### src/rtl/int_sched.sv
// Interrupt scheduler: per-source edge/level capture, fixed-priority selection
// and a three-state request/service handshake towards CP0.
module int_sched (
   input  logic       clk,
   input  logic       reset,
   input  logic [5:0] hw_in,
   input  logic [5:0] im,
   input  logic       ie,
   input  logic       exl,
   input  logic       cfg_we,
   input  logic [5:0] cfg_edge,
   input  logic       ack,
   input  logic       eret,
   output logic       irq_req,
   output logic [2:0] irq_id,
   output logic [5:0] ip,
   output logic       busy
);

   typedef enum logic [1:0] {IDLE, REQ, SERVICE} state_t;

   state_t     state_q;
   logic [5:0] hw_q;
   logic [5:0] cfg_q, cfg_d;
   logic [5:0] edge_pend_q, edge_pend_d;
   logic       irq_req_q;
   logic       busy_q;
   logic [2:0] irq_id_q;

   logic [5:0] rise;
   logic [5:0] pend;
   logic [5:0] eligible;
   logic [2:0] winner;
   logic       any_elig;
   logic       ack_take;

   always_comb begin
      rise     = hw_in & ~hw_q;
      // Level sources mirror the registered input; edge sources use the latch.
      pend     = (edge_pend_q & cfg_q) | (hw_q & ~cfg_q);
      eligible = pend & im & {6{ie & ~exl}};
      any_elig = |eligible;

      winner = 3'd0;
      for (int i = 0; i < 6; i++) begin
         if (eligible[i]) winner = 3'(i);
      end

      ack_take    = (state_q == REQ) && ack;
      edge_pend_d = edge_pend_q;
      if (ack_take) edge_pend_d[irq_id_q] = 1'b0;
      // Set after clear so a coincident new edge keeps the source pending.
      edge_pend_d = (edge_pend_d | rise) & cfg_q;

      cfg_d = cfg_q;
      if (cfg_we) begin
         cfg_d       = cfg_edge;
         edge_pend_d = edge_pend_d & cfg_edge;
      end
   end

   always_ff @(posedge clk) begin
      if (!reset) begin
         state_q     <= IDLE;
         hw_q        <= 6'd0;
         cfg_q       <= 6'd0;
         edge_pend_q <= 6'd0;
         irq_req_q   <= 1'b0;
         busy_q      <= 1'b0;
         irq_id_q    <= 3'd0;
      end else begin
         hw_q        <= hw_in;
         cfg_q       <= cfg_d;
         edge_pend_q <= edge_pend_d;
         case (state_q)
            IDLE: begin
               if (any_elig) begin
                  state_q   <= REQ;
                  irq_id_q  <= winner;
                  irq_req_q <= 1'b1;
               end
            end
            REQ: begin
               // Ack takes precedence over a same-cycle withdrawal.
               if (ack) begin
                  state_q   <= SERVICE;
                  irq_req_q <= 1'b0;
                  busy_q    <= 1'b1;
               end else if (!eligible[irq_id_q]) begin
                  state_q   <= IDLE;
                  irq_req_q <= 1'b0;
               end
            end
            SERVICE: begin
               if (eret) begin
                  state_q <= IDLE;
                  busy_q  <= 1'b0;
               end
            end
            default: begin
               state_q   <= IDLE;
               irq_req_q <= 1'b0;
               busy_q    <= 1'b0;
            end
         endcase
      end
   end

   assign irq_req = irq_req_q;
   assign irq_id  = irq_id_q;
   assign ip      = pend;
   assign busy    = busy_q;

endmodule

### config.mk
export PLATFORM = sky130hd
export DESIGN_NAME = int_sched
export DESIGN_NICKNAME = d
export VERILOG_FILES = /design/src/rtl/int_sched.sv
export SDC_FILE = /design/constraint.sdc
export NUM_CORES = 1
export LEC_CHECK = 0
export BUFFER_PORTS_ARGS = -buffer_cell sky130_fd_sc_hd__buf_2
export CORE_MARGIN = 2
export CORE_UTILIZATION = 35
export DETAILED_ROUTE_END_ITERATION = 12
export GPL_TIMING_DRIVEN = 0
export HOLD_SLACK_MARGIN = 0.1
export PLACE_DENSITY = 0.63
export RECOVER_POWER = 100
export REMOVE_ABC_BUFFERS = 1
export SETUP_SLACK_MARGIN = 0.4
export SKIP_CTS_REPAIR_TIMING = 1
export SLEW_MARGIN = 0
export SYNTH_ARGS = -nofsm -noshare
export SYNTH_HDL_FRONTEND = slang
export SYNTH_SLANG_ARGS = --single-unit
### constraint.sdc
create_clock -name clk -period 2.17 [get_ports clk]
set_input_delay 0 -clock clk [delete_from_list [all_inputs] [get_ports clk]]
set_output_delay 0 -clock clk [all_outputs]
set_load 0.02 [all_outputs]
### Yosys cells after proc, flatten, opt, wreduce, memory -nomap -nowiden

Index checks and enable logic that the tools add are counted.

* mux-type cells: 23
* bitwise operators: 17
* reduce and logical (&&, ||, !) cells: 8
* $lt $le $gt $ge: 2
* equal/unequal tests: 6

Operators by type and width (number)
* AND 6 bit: 8
* inverter 6 bit: 3
* two-way mux 3 bit: 4
* two-way mux 6 bit: 2
* bitwise OR 6 bit: 2
* AND reduction 3 bit: 3
* two-way mux 1 bit: 8
* two-way mux 2 bit: 4
* != test 2 bit (second input constant): 3
* one-hot mux 1 bit (3 select lines): 2
* one-hot mux 2 bit (3 select lines): 1
* OR reduction 6 bit: 1
* < comparator 3 x 4 -> 1 bit (second input constant): 1
* binary-select mux 1 bit (select 3 bit): 1
* demux 1 bit (select 3 bit): 1
* greater-or-equal comparator 3 x 1 -> 1 bit (second input constant): 1
* != test 3 bit (second input constant): 1
* inverter 1 bit: 3
* == test 2 x 1 -> 1 bit (second input constant): 1
* == test 2 bit (second input constant): 1
* logical AND 1 bit: 2
* logical NOT 2 bit: 1
* AND reduction 2 bit: 1
* AND 1 bit: 1

* logic and storage cells: 63
* register bits: 25
* bits of input ports: 25
* output and inout port bits: 11

### Longest topological paths before layout

* depth after elaboration: 11
* gate-level depth with buffers: 6
* mapped depth without buffers: 6

### Least setup slack after synthesis

No wires, ideal clock.

* path kind: reg2reg
* start point: register cfg_q[0]
* end point: register irq_req_q, in the netlist irq_req
* clock period less this slack: 1742 ps
* setup slack: 428 ps
* data arrival time: 1618 ps
* stages on the path, launching flop included: 6
* cells stage by stage: dfxtp_1 -> mux2_2 -> and3_2 -> mux4_2 -> a21oi_1 -> a21oi_1

* word-level cells in the longest chain between the ends: 9
* elaborated cells on any way between the ends: 12
* classes of those cells: eq/ne (2); mux (2); bitwise (6); reduce/logical (2)

Ends and longest elaborated chain
* from (decl): line 24 `logic [5:0] cfg_q, cfg_d;`
* from (signal assigned): line 73 `cfg_q <= cfg_d;`
* inverter 6 bit: line 40 `pend = (edge_pend_q & cfg_q) | (hw_q & ~cfg_q);`
* AND 6 bit: line 40
* bitwise OR 6 bit *: line 40
* via ip[0]: line 16 `output logic [5:0] ip,`
* AND 6 bit * (2 in series): line 41 `eligible = pend & im & {6{ie & ~exl}};`
* binary-select mux 1 bit (select 3 bit): line 89 `end else if (!eligible[irq_id_q]) begin`
* two-way mux 1 bit (not written as such): line 89
* != test 3 bit (no source line)
* AND reduction 3 bit (no source line) *
* to (signal assigned): line 87 `irq_req_q <= 1'b0;`
* to (signal assigned): line 91 `irq_req_q <= 1'b0;`
* to (signal assigned): line 102 `irq_req_q <= 1'b0;`
* to (decl): line 26 `logic irq_req_q;`

Mark *: on every way through the listed nets, which the timed path passes. The rest lies on a longest branch. The select of a mux whose other input is x is not followed.
A chain may end at the register's enable or synchronous reset.

### Worst setup path after layout

* start point: register cfg_q[2]
* end point: register irq_req_q, in the netlist irq_req

* word-level cells in the longest chain between the ends: 9
* elaborated cells on any way between the ends: 12
* classes of those cells: eq/ne (2); mux (2); bitwise (6); reduce/logical (2)

Ends and longest elaborated chain (line)
* inverter 6 bit: 40
* AND 6 bit: 40
* bitwise OR 6 bit *: 40
* AND 6 bit * (2 in series): 41
* binary-select mux 1 bit (select 3 bit): 89
* two-way mux 1 bit (not written as such): 89
* != test 3 bit (no source line)
* AND reduction 3 bit (no source line) *

Every way passes the cells marked *; elsewhere a longest branch is shown, timed or not. The select of a mux whose other input is x is not followed.

==> results.toml <==
[synth]
synth_seq_cells = 25
seq_area_frac_synth_pct = 41.3
yosysWarnings = 0
syn-cell-area_um2 = 1210
yosysTopAreaCell = "dfxtp_1"
synth_area_per_cell_um2 = 9.32
yosysTopAreaCellShare_pct = 41.3
synth_area_leaders = "dfxtp_1 41%, mux2i_1 5.8%, nor2b_1 4.6%"
synth_cells = 130
ys_types = 35

[global_route]
grt_max_degree = 29
grt_pass1_wl_mm = 4.80
grt_overflow = 0
antenna_found_initial = 0
grt_pass1_vias = 1056
grt_usage_pct = 15.2

[layout]
layout.cells.non_filler = 226
area.sequential_um2 = 500
n_fill_cell = 341
fin_util_pct = 48.1
fin_nets = 206
area_growth_syn_to_layout_pct = 32.4
num_antenna_cells = 0
drive_gt1_share_pct = 21.1
multiInputGateArea_um2 = 688
stdcell_area_um2 = 1600

[timing]
fmax_mhz = 538
maxSlewViolCount = 0
fin_crit_sh_pct = 85.7
finalCriticalPeriod_ns = 1.86
layout_setup_ws_ns = 0.311
rsz0062_at_grt = "yes"
fin_setup_tns_ns = 0
worst_pin_slew_ns = 0.544
hold_violations = 0
slew_headroom_pct = 63.7
setup_viol = 0
fin_hold_ws_ns = 0.141
clock-skew-final_ns = 0.00708

[routing]
viasPerCell = 5.03
drcViolationCount = 0
drt_wl_total_mm = 2.93
dr.pass1.iters = 4
drt_iter0_drc = 50
dr_total_vias = 1136
ant_nets = 0
wl_per_cell_um = 13.0

[die]
start_util_pct = 36.3
core-area_um2 = 3340
die_y_um = 62.8
fp.dieW_um = 62.8
dieArea_um2 = 3950
ios = 36
fp-row-count = 21

[clock_network]
htreeDepth = 1
insertion_delay_ns = 0.32
clockBufferDepth = 2
cts.sinks = 25
cts_buffers = 3
cts.clk_slew.worst_paths_ns = 0.14
cts_tree = "built"
cts_root_buf = "clkbuf_4"

[critical_path]
crit_path_end_kind = "flip-flop"
worstSetupPathType = "flip-flop to flip-flop"
start_kind = "flip-flop"
required_ns = 2.39
arrival_ns = 2.08
critical_path.max_fanout = 5

[power_and_ir_drop]
finalPower_uw = 858
ir_drop_mv = 0.427
power_density_nw_per_um2 = 535
power_leakage_nw = 0.635

[placed_design]
dp.final_hpwl_mm = 2.12
dp_cells = 206
gp_congestion = 0.762
dpl_worst_slack_ns = 0.364
place_area_um2 = 1430
numPortBuffers = 35

[job]
max-cap-violations = 0

[outcome]
status = "finished, final reports clean"

[worst_hold_path]
min_path_type = "input port to flip-flop"
==> power by group <==
group,switching [mW],internal [mW]
registers,0.0168,0.479
clock network,0.142,0.0704
logic,0.0733,0.0765
==> cells by family (layout without fill, tap and decap cells) <==
| kind of cell | after synthesis | count (layout) | synth area share [%] |
|---|---|---|---|
| AO/OA/AOI/OAI | 34 | 34 | 18.8 |
| AND/OR/NAND/NOR | 51 | 51 | 24.5 |
| multiplexers | 13 | 13 | 13.2 |
| buffers and inverters | 7 | 57 | 2.17 |
| flip-flops | 25 | 25 | 41.3 |
==> cell type report <==
class	instances	share of cell area (%)
clock inverter	1	0.468
clock buffer	3	1.40
inverter	2	0.468
multi-input combinational	98	42.9
tap	46	3.59
sequential	25	31.2
timing repair buffer	51	20.0
==> registers in the layout, indices dropped and copies added (netlist names) <==
register     count
irq_id           3
irq_req          1
hw_q             6
edge_pend_q      6
busy             1
state_q          2
cfg_q            6
==> layer usage <==
metal,wire length (um),vias up,GRT usage [%]
li1,-,572,-
met1,1330,531,17.8
met2,1430,31,27.3
met3,156,2,4.86
met4,17,0,2.50
met5,0,-,0
==> Yosys cell counts <==
master	n
and2_1	8
nor3_1	1
inv_1	2
nand2_1	9
and3b_1	2
o32ai_1	1
a22oi_1	1
nand2b_1	6
o211ai_1	6
a21boi_0	2
and3_1	1
nor2b_1	9
o41ai_1	1
o22ai_1	1
o21ai_1	1
nand4b_1	1
nand3_1	1
o21ai_0	4
o2bb2ai_1	1
clkbuf_1	5
o41a_1	1
mux4_2	1
mux2i_1	7
mux2_4	3
nand3b_1	3
a31o_1	1
o31ai_1	3
nand4_1	1
or4b_2	1
mux2_2	2
a32o_1	1
and3_2	2
nor2_1	6
dfxtp_1	25
a21oi_1	10
==> worst paths after layout <==
check,start,to,slack [ns],cells after the start
max,cfg_q[2]$_SDFFE_PN0P_,irq_req$_SDFFE_PN0P_,0.31,5
min reg2reg,busy$_SDFFE_PN0P_,busy$_SDFFE_PN0P_,0.48,2
min,reset,state_q[0]$_SDFFE_PN0P_,0.14,3
max reg2reg,cfg_q[2]$_SDFFE_PN0P_,irq_req$_SDFFE_PN0P_,0.31,5
==> layout by cell type (no fill, tap or decap), types with 3 or more instances in the layout <==
cell type       n
nand3b_1        3
nand2b_1        6
nand2_1         9
o211ai_1        6
nor2_1          6
clkbuf_4        3
buf_2          25
o31ai_1         3
mux2i_1         7
a21oi_1         9
clkbuf_1       10
dlygate4sd3_1  15
o21ai_0         5
and2_1          6
nor2b_1         9
dfxtp_1        25
==> critical path, stage by stage (launching register included) <==
cell,delay (ns)
dfxtp_1,0.39
mux2_1,0.39
a32o_1,0.26
o41a_1,0.48
o21ai_0,0.18
a21oi_1,0.05
No activity file was read; power rests on OpenSTA's default activity.
